`src/rtl/wdog_countdown.sv`:
```
// Watchdog countdown timer: prescaled countdown with early warning, expiry reset pulse and lock-out.
// Define WDOG_WINDOW_EN to add the WIN_VAL port and treat kicks above the window as violations.
module wdog_countdown #(
    parameter int CNT_W     = 32,
    parameter int PRE_W     = 8,
    parameter int RST_PULSE = 16
) (
    input  logic             CLK,
    input  logic             RESETn,
    input  logic             WDOG_EN,
    input  logic             KICK,
    input  logic [CNT_W-1:0] LOAD_VAL,
    input  logic [CNT_W-1:0] WARN_VAL,
`ifdef WDOG_WINDOW_EN
    input  logic [CNT_W-1:0] WIN_VAL,
`endif
    input  logic [PRE_W-1:0] PRESCALE,
    input  logic             IRQ_CLR,
    output logic [CNT_W-1:0] COUNT,
    output logic             WARN_IRQ,
    output logic             WDOG_RESET_REQ,
    output logic             TIMEOUT_STS,
    output logic             RUNNING
);

    localparam int PULSE_W = (RST_PULSE > 1) ? $clog2(RST_PULSE) : 1;

    typedef enum logic [2:0] {
        IDLE   = 3'd0,
        RUN    = 3'd1,
        WARN   = 3'd2,
        EXPIRE = 3'd3,
        LOCK   = 3'd4
    } state_t;

    state_t               state_reg, state_next;
    logic [CNT_W-1:0]     count_reg, count_next;
    logic [PRE_W-1:0]     pre_reg, pre_next;
    logic [PULSE_W-1:0]   pulse_cnt_reg, pulse_cnt_next;
    logic                 warn_irq_reg, warn_irq_next;
    logic                 timeout_reg, timeout_next;
    logic                 rst_req_reg, rst_req_next;
    logic                 running_reg, running_next;
    logic                 warn_set;
    logic                 timeout_set;
    logic                 tick;
    logic                 early_kick;

    assign tick = (pre_reg == PRESCALE);

`ifdef WDOG_WINDOW_EN
    assign early_kick = (count_reg > WIN_VAL);
`else
    assign early_kick = 1'b0;
`endif

    always_comb begin
        state_next     = state_reg;
        count_next     = count_reg;
        pre_next       = pre_reg;
        pulse_cnt_next = pulse_cnt_reg;
        warn_set       = 1'b0;
        timeout_set    = 1'b0;

        case (state_reg)
            IDLE: begin
                if (WDOG_EN) begin
                    count_next = LOAD_VAL;
                    pre_next   = '0;
                    state_next = RUN;
                end
            end
            RUN, WARN: begin
                if (!WDOG_EN) begin
                    state_next = IDLE;
                end else if (KICK && early_kick) begin
                    state_next     = EXPIRE;
                    pulse_cnt_next = '0;
                    timeout_set    = 1'b1;
                end else if (KICK) begin
                    count_next = LOAD_VAL;
                    pre_next   = '0;
                    state_next = RUN;
                end else if (tick) begin
                    pre_next = '0;
                    if (count_reg == '0) begin
                        state_next     = EXPIRE;
                        pulse_cnt_next = '0;
                        timeout_set    = 1'b1;
                    end else begin
                        count_next = count_reg - CNT_W'(1);
                        // Warning fires only on the RUN->WARN transition, not on every tick in WARN
                        if ((state_reg == RUN) && (count_next <= WARN_VAL)) begin
                            state_next = WARN;
                            warn_set   = 1'b1;
                        end
                    end
                end else begin
                    pre_next = pre_reg + PRE_W'(1);
                end
            end
            EXPIRE: begin
                if (pulse_cnt_reg == PULSE_W'(RST_PULSE - 1)) begin
                    state_next = LOCK;
                end else begin
                    pulse_cnt_next = pulse_cnt_reg + PULSE_W'(1);
                end
            end
            LOCK: begin
                if (!WDOG_EN) begin
                    state_next = IDLE;
                end
            end
            default: begin
                state_next = IDLE;
            end
        endcase
    end

    // Set events take precedence over a coincident clear
    assign warn_irq_next = warn_set    | (warn_irq_reg & ~IRQ_CLR);
    assign timeout_next  = timeout_set | (timeout_reg  & ~IRQ_CLR);
    assign rst_req_next  = (state_next == EXPIRE);
    assign running_next  = (state_next == RUN) || (state_next == WARN);

    always_ff @(posedge CLK or negedge RESETn) begin
        if (!RESETn) begin
            state_reg     <= IDLE;
            count_reg     <= '0;
            pre_reg       <= '0;
            pulse_cnt_reg <= '0;
            warn_irq_reg  <= 1'b0;
            timeout_reg   <= 1'b0;
            rst_req_reg   <= 1'b0;
            running_reg   <= 1'b0;
        end else begin
            state_reg     <= state_next;
            count_reg     <= count_next;
            pre_reg       <= pre_next;
            pulse_cnt_reg <= pulse_cnt_next;
            warn_irq_reg  <= warn_irq_next;
            timeout_reg   <= timeout_next;
            rst_req_reg   <= rst_req_next;
            running_reg   <= running_next;
        end
    end

    assign COUNT          = count_reg;
    assign WARN_IRQ       = warn_irq_reg;
    assign WDOG_RESET_REQ = rst_req_reg;
    assign TIMEOUT_STS    = timeout_reg;
    assign RUNNING        = running_reg;

endmodule

```
`config.mk`:
```
export PLATFORM = sky130hd
export DESIGN_NAME = wdog_countdown
export DESIGN_NICKNAME = d
export VERILOG_FILES = /design/src/rtl/wdog_countdown.sv
export SDC_FILE = /design/constraint.sdc
export NUM_CORES = 1
export LEC_CHECK = 0
export CAP_MARGIN = 25
export CORE_MARGIN = 10
export CORE_UTILIZATION = 44
export CTS_CLUSTER_SIZE = 12
export DETAILED_ROUTE_END_ITERATION = 16
export GPL_ROUTABILITY_DRIVEN = 0
export MAX_ROUTING_LAYER = met4
export PLACE_DENSITY = 0.74
export SYNTH_ARGS = -nofsm -noshare
export SYNTH_HDL_FRONTEND = slang
export SYNTH_SLANG_ARGS = --single-unit
export TNS_END_PERCENT = 20
```
`constraint.sdc`:
```
create_clock -name CLK -period 4.6 [get_ports CLK]
set_input_delay 0.69 -clock CLK [delete_from_list [all_inputs] [get_ports CLK]]
set_output_delay 0.69 -clock CLK [all_outputs]
set_load 0.02 [all_outputs]
```
==> impl_metrics.csv, run 1 <==
group,metric,value,unit
status,status,"completed",
sta,finalHoldViolations,0,
detailed_routing,vias,3907,
clocking,htree_num_levels,2,
logic_synthesis,synthFlopType,"dfrtp_1",
layout,final_cell_mix,"clkdlybuf4s50_1 (111), dfrtp_1 (51), nand2_1 (49)",
critical_path,r2r_end,"RUNNING",
placed_design,io_buffer_count,112,
critical_path,path_max_fanout,5,
power,p_per_area,285,nW/um^2
critical_path,r2r_setup_slack,280,ps
global_routing,overflow,0,
logic_synthesis,synth_nets,603,
critical_path,reg2reg_from,"COUNT[16]",
layout,final_util,60.0,%
placed_design,place_ws,-25.1,ps
critical_path,crit_chain,"or4_1 -> nor4_4 -> nand3_2 -> or4b_1 -> xnor2_1 -> ha_1 -> nand4_1 -> nor4_2 -> nor3b_4 -> nor2b_1 -> a21oi_1 -> a21o_1 -> a211oi_4 -> buf_4 -> nor2_1",
detailed_routing,wl_per_cell,16.5,um
logic_synthesis,ys_ff_latch,51,
sta,drv_slew,0,
critical_path,arrival,4520,ps
logic_synthesis,ys_seq_area_share,31.3,%
detailed_routing,viasPerCell,5.47,
sta,setup_tns,0,ps
detailed_routing,first_pass_iters,4,
global_routing,grt_start_max_net_pins,66,
global_routing,grt_antenna_before_repair,1,
logic_synthesis,synth_area_per_cell,8.32,um^2
min_path,hold_class,"in2async",
layout,drive_above_1_share,6.48,%
sta,fin_crit,4320,ps
detailed_routing,drtIter0Drc,185,
clocking,cts_made_buffers,5,
critical_path,critPathKind,"reg2reg",
sta,fmax,231,MHz
layout,syn2layout_area_growth,34.4,%
critical_path,max_stage_delay,610,ps
logic_synthesis,async_flop_share,100,%
critical_path,worst_path_max_delay_cell,"or4_1",
die,core_area,9150,um^2
layout,largest_reg_flops,32,
sta,fin_hold_ws,492,ps
detailed_routing,ant_nets,0,
flow_run,maxCapViolations,0,
logic_synthesis,synth_edf_count,0,
critical_path,worst_setup_path_end_kind,"flop",
critical_path,worstSetupEndpoint,"RUNNING",
logic_synthesis,syn_inst,491,
power,ir_drop,0.148,mV
power,finalPower,1.57,mW
placed_design,dp_cells,702,
layout,nets,714,
clocking,cts_tree,"built",
logic_synthesis,yosysTopAreaCell,"dfrtp_1",
global_routing,gr-usage-all-layers,17.8,%
logic_synthesis,synthTopCellsByArea,"dfrtp_1 (31%), ha_1 (11%), mux2i_1 (5.1%)",
layout,layout_commonest_cell,"clkdlybuf4s50_1",
critical_path,r2r_cells,15,
die,start_util,44.6,%
logic_synthesis,synth_warnings,0,
logic_synthesis,syn_area,4080,um^2
clocking,clockRootBuffer,"clkbuf_8",
global_routing,grt_pass1_wl,19100,um
die,dieArea,13500,um^2
clocking,clk_latency,310,ps
sta,setup_violations,0,
die,io_pins,113,
logic_synthesis,synth_top_area_share,31.3,%
sta,finClkSkew,10.7,ps
logic_synthesis,ys_types,54,
sta,fin_crit_sh,94.0,%
die,dieHeight,116,um
sta,tightestPinTransition,775,ps
global_routing,grt_pass1_vias,4037,
critical_path,cp-startpoint,"COUNT[16]",
layout,final_cells,714,
sta,max_slew_margin,48.3,%
clocking,cts_max_path_buffers,2,
sta,fin_ws,277,ps
placed_design,place_hpwl,9210,um
die,fp.dieW,116,um
critical_path,startpoint_type,"flop",
detailed_routing,routed_wl,11800,um
clocking,cts.sinks,51,
placed_design,place_area,5310,um^2
layout,finish.instance_area,5490,um^2
clocking,cts.clk_slew.worst_paths,90,ps
critical_path,required,4800,ps
power,static-leakage-power,2.40,nW
die,rows,35,
clocking,postCtsHoldBufs,0,
detailed_routing,drc,0,
-- how the worst min path moves through the flow --
stage	slack, ps	end	cells after the start	start
finish	490	pre_reg[1]	2	RESETn
global route	530	pre_reg[7]	1	pre_reg[7]
CTS	520	pulse_cnt_reg[3]	2	RESETn
detailed placement	500	pre_reg[7]	1	pre_reg[7]
global placement	500	pulse_cnt_reg[0]	1	pulse_cnt_reg[0]
floorplan	390	COUNT[0]	0	RESETn
-- synthesized netlist by cell type (3+ instances only) --
| cell | n |
|---|---|
| a21oi_1 | 29 |
| a31oi_1 | 4 |
| and3_1 | 5 |
| buf_2 | 6 |
| clkbuf_1 | 11 |
| dfrtp_1 | 51 |
| ha_1 | 35 |
| inv_1 | 47 |
| mux2i_1 | 21 |
| nand2_1 | 49 |
| nand2b_1 | 5 |
| nand3_1 | 14 |
| nand4_1 | 8 |
| nor2_1 | 37 |
| nor3_1 | 17 |
| nor4_1 | 6 |
| o21ai_0 | 40 |
| o22a_1 | 7 |
| o22ai_1 | 3 |
| o31ai_1 | 4 |
| or3_1 | 6 |
| or4_1 | 6 |
| xnor2_1 | 22 |
| xor2_1 | 17 |
-- per-layer routing --
metal  vias up  GRT usage [%]  part of all wire [%]
met5         -              -                     0
met4         0           5.84                   1.4
met3        16           3.49                   5.6
met2       100           30.1                    51
met1      1834           20.6                    42
li1       1957              -                     -
-- report_power, final --
| group | total (mW) | switching [mW] | leakage (nW) | internal (mW) |
|---|---|---|---|---|
| logic | 0.661 | 0.341 | 1.73 | 0.321 |
| registers | 0.591 | 0.0890 | 0.625 | 0.502 |
| clock network | 0.314 | 0.154 | 0.0513 | 0.160 |
-- what timing repair did --
action,in CTS,in global routing
setup endpoints to repair,4,7
pin swaps,0,3
cloned,0,0
resized for setup,1,5
setup buffers,0,3
-- cell type report --
type                            instances  area, um^2
Clock inverter                          1        30.0
Tap cell                              111         139
Multi-Input combinational cell        374        2580
Fill cell                             804        3660
Timing Repair Buffer                  123        1210
Clock buffer                            6        72.6
Sequential cell                        51        1280
Antenna cell                            1        2.50
Inverter                               47         176
-- worst max-delay path: cells and delay by family, from the launching register on --
kind                       cells  cell delay [ps]
and+or+nand+nor                9             2550
AOI/OAI and AO/OA              3              570
DFF                            1              440
adders and majority gates      1              310
buffers and inverters          1              170
xor gates and xnor gates       1              160
-- cells by family (layout without fill, tap and decap cells) --
family                   count (synthesis)  in the layout  share of synthesized area, %
multiplexers                            21             21                          5.15
buffers and inverters                   66            177                          6.43
XOR/XNOR                                39             39                          8.36
adder cells (fa/ha/maj)                 36             36                          11.0
flip-flops                              51             51                          31.2
AO/OA/AOI/OAI                          108            108                          16.2
AND/OR/NAND/NOR                        170            170                          21.6
other                                    0              1                             0
(Power assumes the default switching activity.)
==> inputs of run 2 (changes only) <==
--- a/config.mk
+++ b/config.mk
@@ -12,7 +12,7 @@
 export DETAILED_ROUTE_END_ITERATION = 16
 export GPL_ROUTABILITY_DRIVEN = 0
 export MAX_ROUTING_LAYER = met4
-export PLACE_DENSITY = 0.74
+export PLACE_DENSITY = 0.82
 export SYNTH_ARGS = -nofsm -noshare
 export SYNTH_HDL_FRONTEND = slang
 export SYNTH_SLANG_ARGS = --single-unit
==> impl_metrics.csv, run 2 (synthesized netlist as in run 1, its figures left out) <==
group,metric,value,unit
status,status,"completed",
layout,final_cell_mix,"clkdlybuf4s50_1 (111), dfrtp_1 (51), nand2_1 (49)",
layout,layout_commonest_cell,"clkdlybuf4s50_1",
die,core_area,9150,um^2
sta,fin_crit_sh,94.5,%
die,io_pins,113,
layout,num_antenna_cells,0,
clocking,cts_made_buffers,5,
layout,largest_reg_flops,32,
detailed_routing,routed_wl,12400,um
global_routing,grt_pass1_vias,4113,
critical_path,startpoint_type,"flop",
global_routing,grt_antenna_before_repair,0,
placed_design,place_hpwl,9720,um
layout,fill_cells,778,
sta,finClkSkew,12.4,ps
power,p_per_area,293,nW/um^2
flow_run,maxCapViolations,0,
detailed_routing,drc,0,
detailed_routing,drtIter0Drc,290,
critical_path,worst_setup_path_end_kind,"flop",
die,start_util,44.6,%
clocking,clk_latency,310,ps
sta,tightestPinTransition,735,ps
sta,max_slew_margin,51.0,%
clocking,cts.sinks,51,
sta,setup_violations,0,
placed_design,dp_cells,704,
layout,syn2layout_area_growth,34.8,%
detailed_routing,viasPerCell,5.68,
die,dieHeight,116,um
clocking,cts.clk_slew.worst_paths,110,ps
sta,fin_ws,252,ps
min_path,hold_class,"in2async",
sta,finalHoldViolations,0,
clocking,cts_max_path_buffers,2,
critical_path,critPathKind,"reg2reg",
layout,nets,714,
critical_path,arrival,4540,ps
critical_path,required,4790,ps
detailed_routing,ant_nets,0,
placed_design,place_ws,-68.3,ps
critical_path,cp-startpoint,"COUNT[16]",
die,rows,35,
sta,rsz0062_at_grt,"no",
global_routing,grt_pass1_wl,19700,um
clocking,clockRootBuffer,"clkbuf_8",
power,finalPower,1.61,mW
die,dieArea,13500,um^2
sta,drv_slew,0,
layout,final_util,60.2,%
sta,fin_hold_ws,500,ps
layout,drive_above_1_share,6.97,%
clocking,cts_tree,"built",
global_routing,overflow,0,
layout,final_cells,714,
detailed_routing,first_pass_iters,5,
global_routing,grt_start_max_net_pins,66,
sta,fmax,230,MHz
critical_path,path_max_fanout,5,
global_routing,gr-usage-all-layers,18.2,%
clocking,postCtsHoldBufs,0,
power,ir_drop,0.186,mV
placed_design,io_buffer_count,112,
die,fp.dieW,116,um
clocking,htree_num_levels,2,
detailed_routing,wl_per_cell,17.3,um
critical_path,reg2reg_from,"COUNT[16]",
power,static-leakage-power,2.40,nW
sta,fin_crit,4350,ps
detailed_routing,vias,4052,
[run 2: cell types whose count changed in the layout (fill, tap and decap cells not counted)]
cell | previous run | this run
diode_2 | 1 | 0
nor3b_4 | 1 | 0
clkbuf_8 | 5 | 6
or4_4 | 1 | 2
clkbuf_1 | 1 | 0
or4_1 | 6 | 5
nor3_1 | 15 | 14
nor3b_2 | 1 | 2
nor2_2 | 1 | 0
inv_6 | 0 | 1
nor2_1 | 36 | 37
nor3_2 | 3 | 4
[run 2: final cells by class]
class	count	area [um^2]	share of cell area (%)
Clock buffer	6	82.6	1.50
Clock inverter	2	38.8	0.705
Tap cell	111	139	2.52
Sequential cell	51	1280	23.2
Inverter	47	176	3.20
Multi-Input combinational cell	374	2580	46.9
Timing Repair Buffer	123	1210	22.0
[run 2: path summary, 6_finish.rpt]
kind                                    endpoint  slack, ps  cells after the start
worst max-delay path            pulse_cnt_reg[0]        250                     15
worst min-delay path                  pre_reg[0]        500                      2
worst max register to register  pulse_cnt_reg[0]        250                     15
worst min register to register        pre_reg[7]        520                      1
max in group asynchronous               COUNT[2]       3660                      2
min in group CLK                      pre_reg[7]        520                      1
[run 2: worst max-delay path, stage by stage, from the launching register on]
cell and delay [ps]:
dfrtp_1 450, or4_4 580, nor4_4 340, nand3_2 180
or4b_1 570, xnor2_1 160, ha_1 330, nand4_1 150
nor4_2 220, nor3b_2 300, nor2b_1 160, a21oi_1 80
a21o_1 200, a211oi_4 250, buf_4 180, mux2i_1 70
[run 2: routing by layer]
layer  up-vias  track usage (%)  part of all wire [%]
met5         -                -                     0
met4         0             4.75                   1.8
met3        25             3.70                   6.8
met2       161             32.4                    51
met1      1913             20.4                    40
li1       1953                -                     -
[run 2: through the flow]
step                      TNS (ps)  cell area (um^2)
after floorplan                  0              4080
after global placement           0              5330
after detailed placement      -134              5330
after CTS                        0              5460
after global routing             0              5510
final                            0              5510
[run 2: what timing repair did]
action / CTS / global route
gates resized for setup: 2 / 4
cloned: 0 / 0
pin swaps: 0 / 3
setup buffers: 0 / 1
setup endpoints to repair: 5 / 6
[run 2: power by group]
| group | internal [mW] | leakage, nW | switching, mW |
|---|---|---|---|
| combinational | 0.327 | 1.72 | 0.352 |
| clock | 0.179 | 0.0618 | 0.167 |
| sequential | 0.502 | 0.625 | 0.0882 |
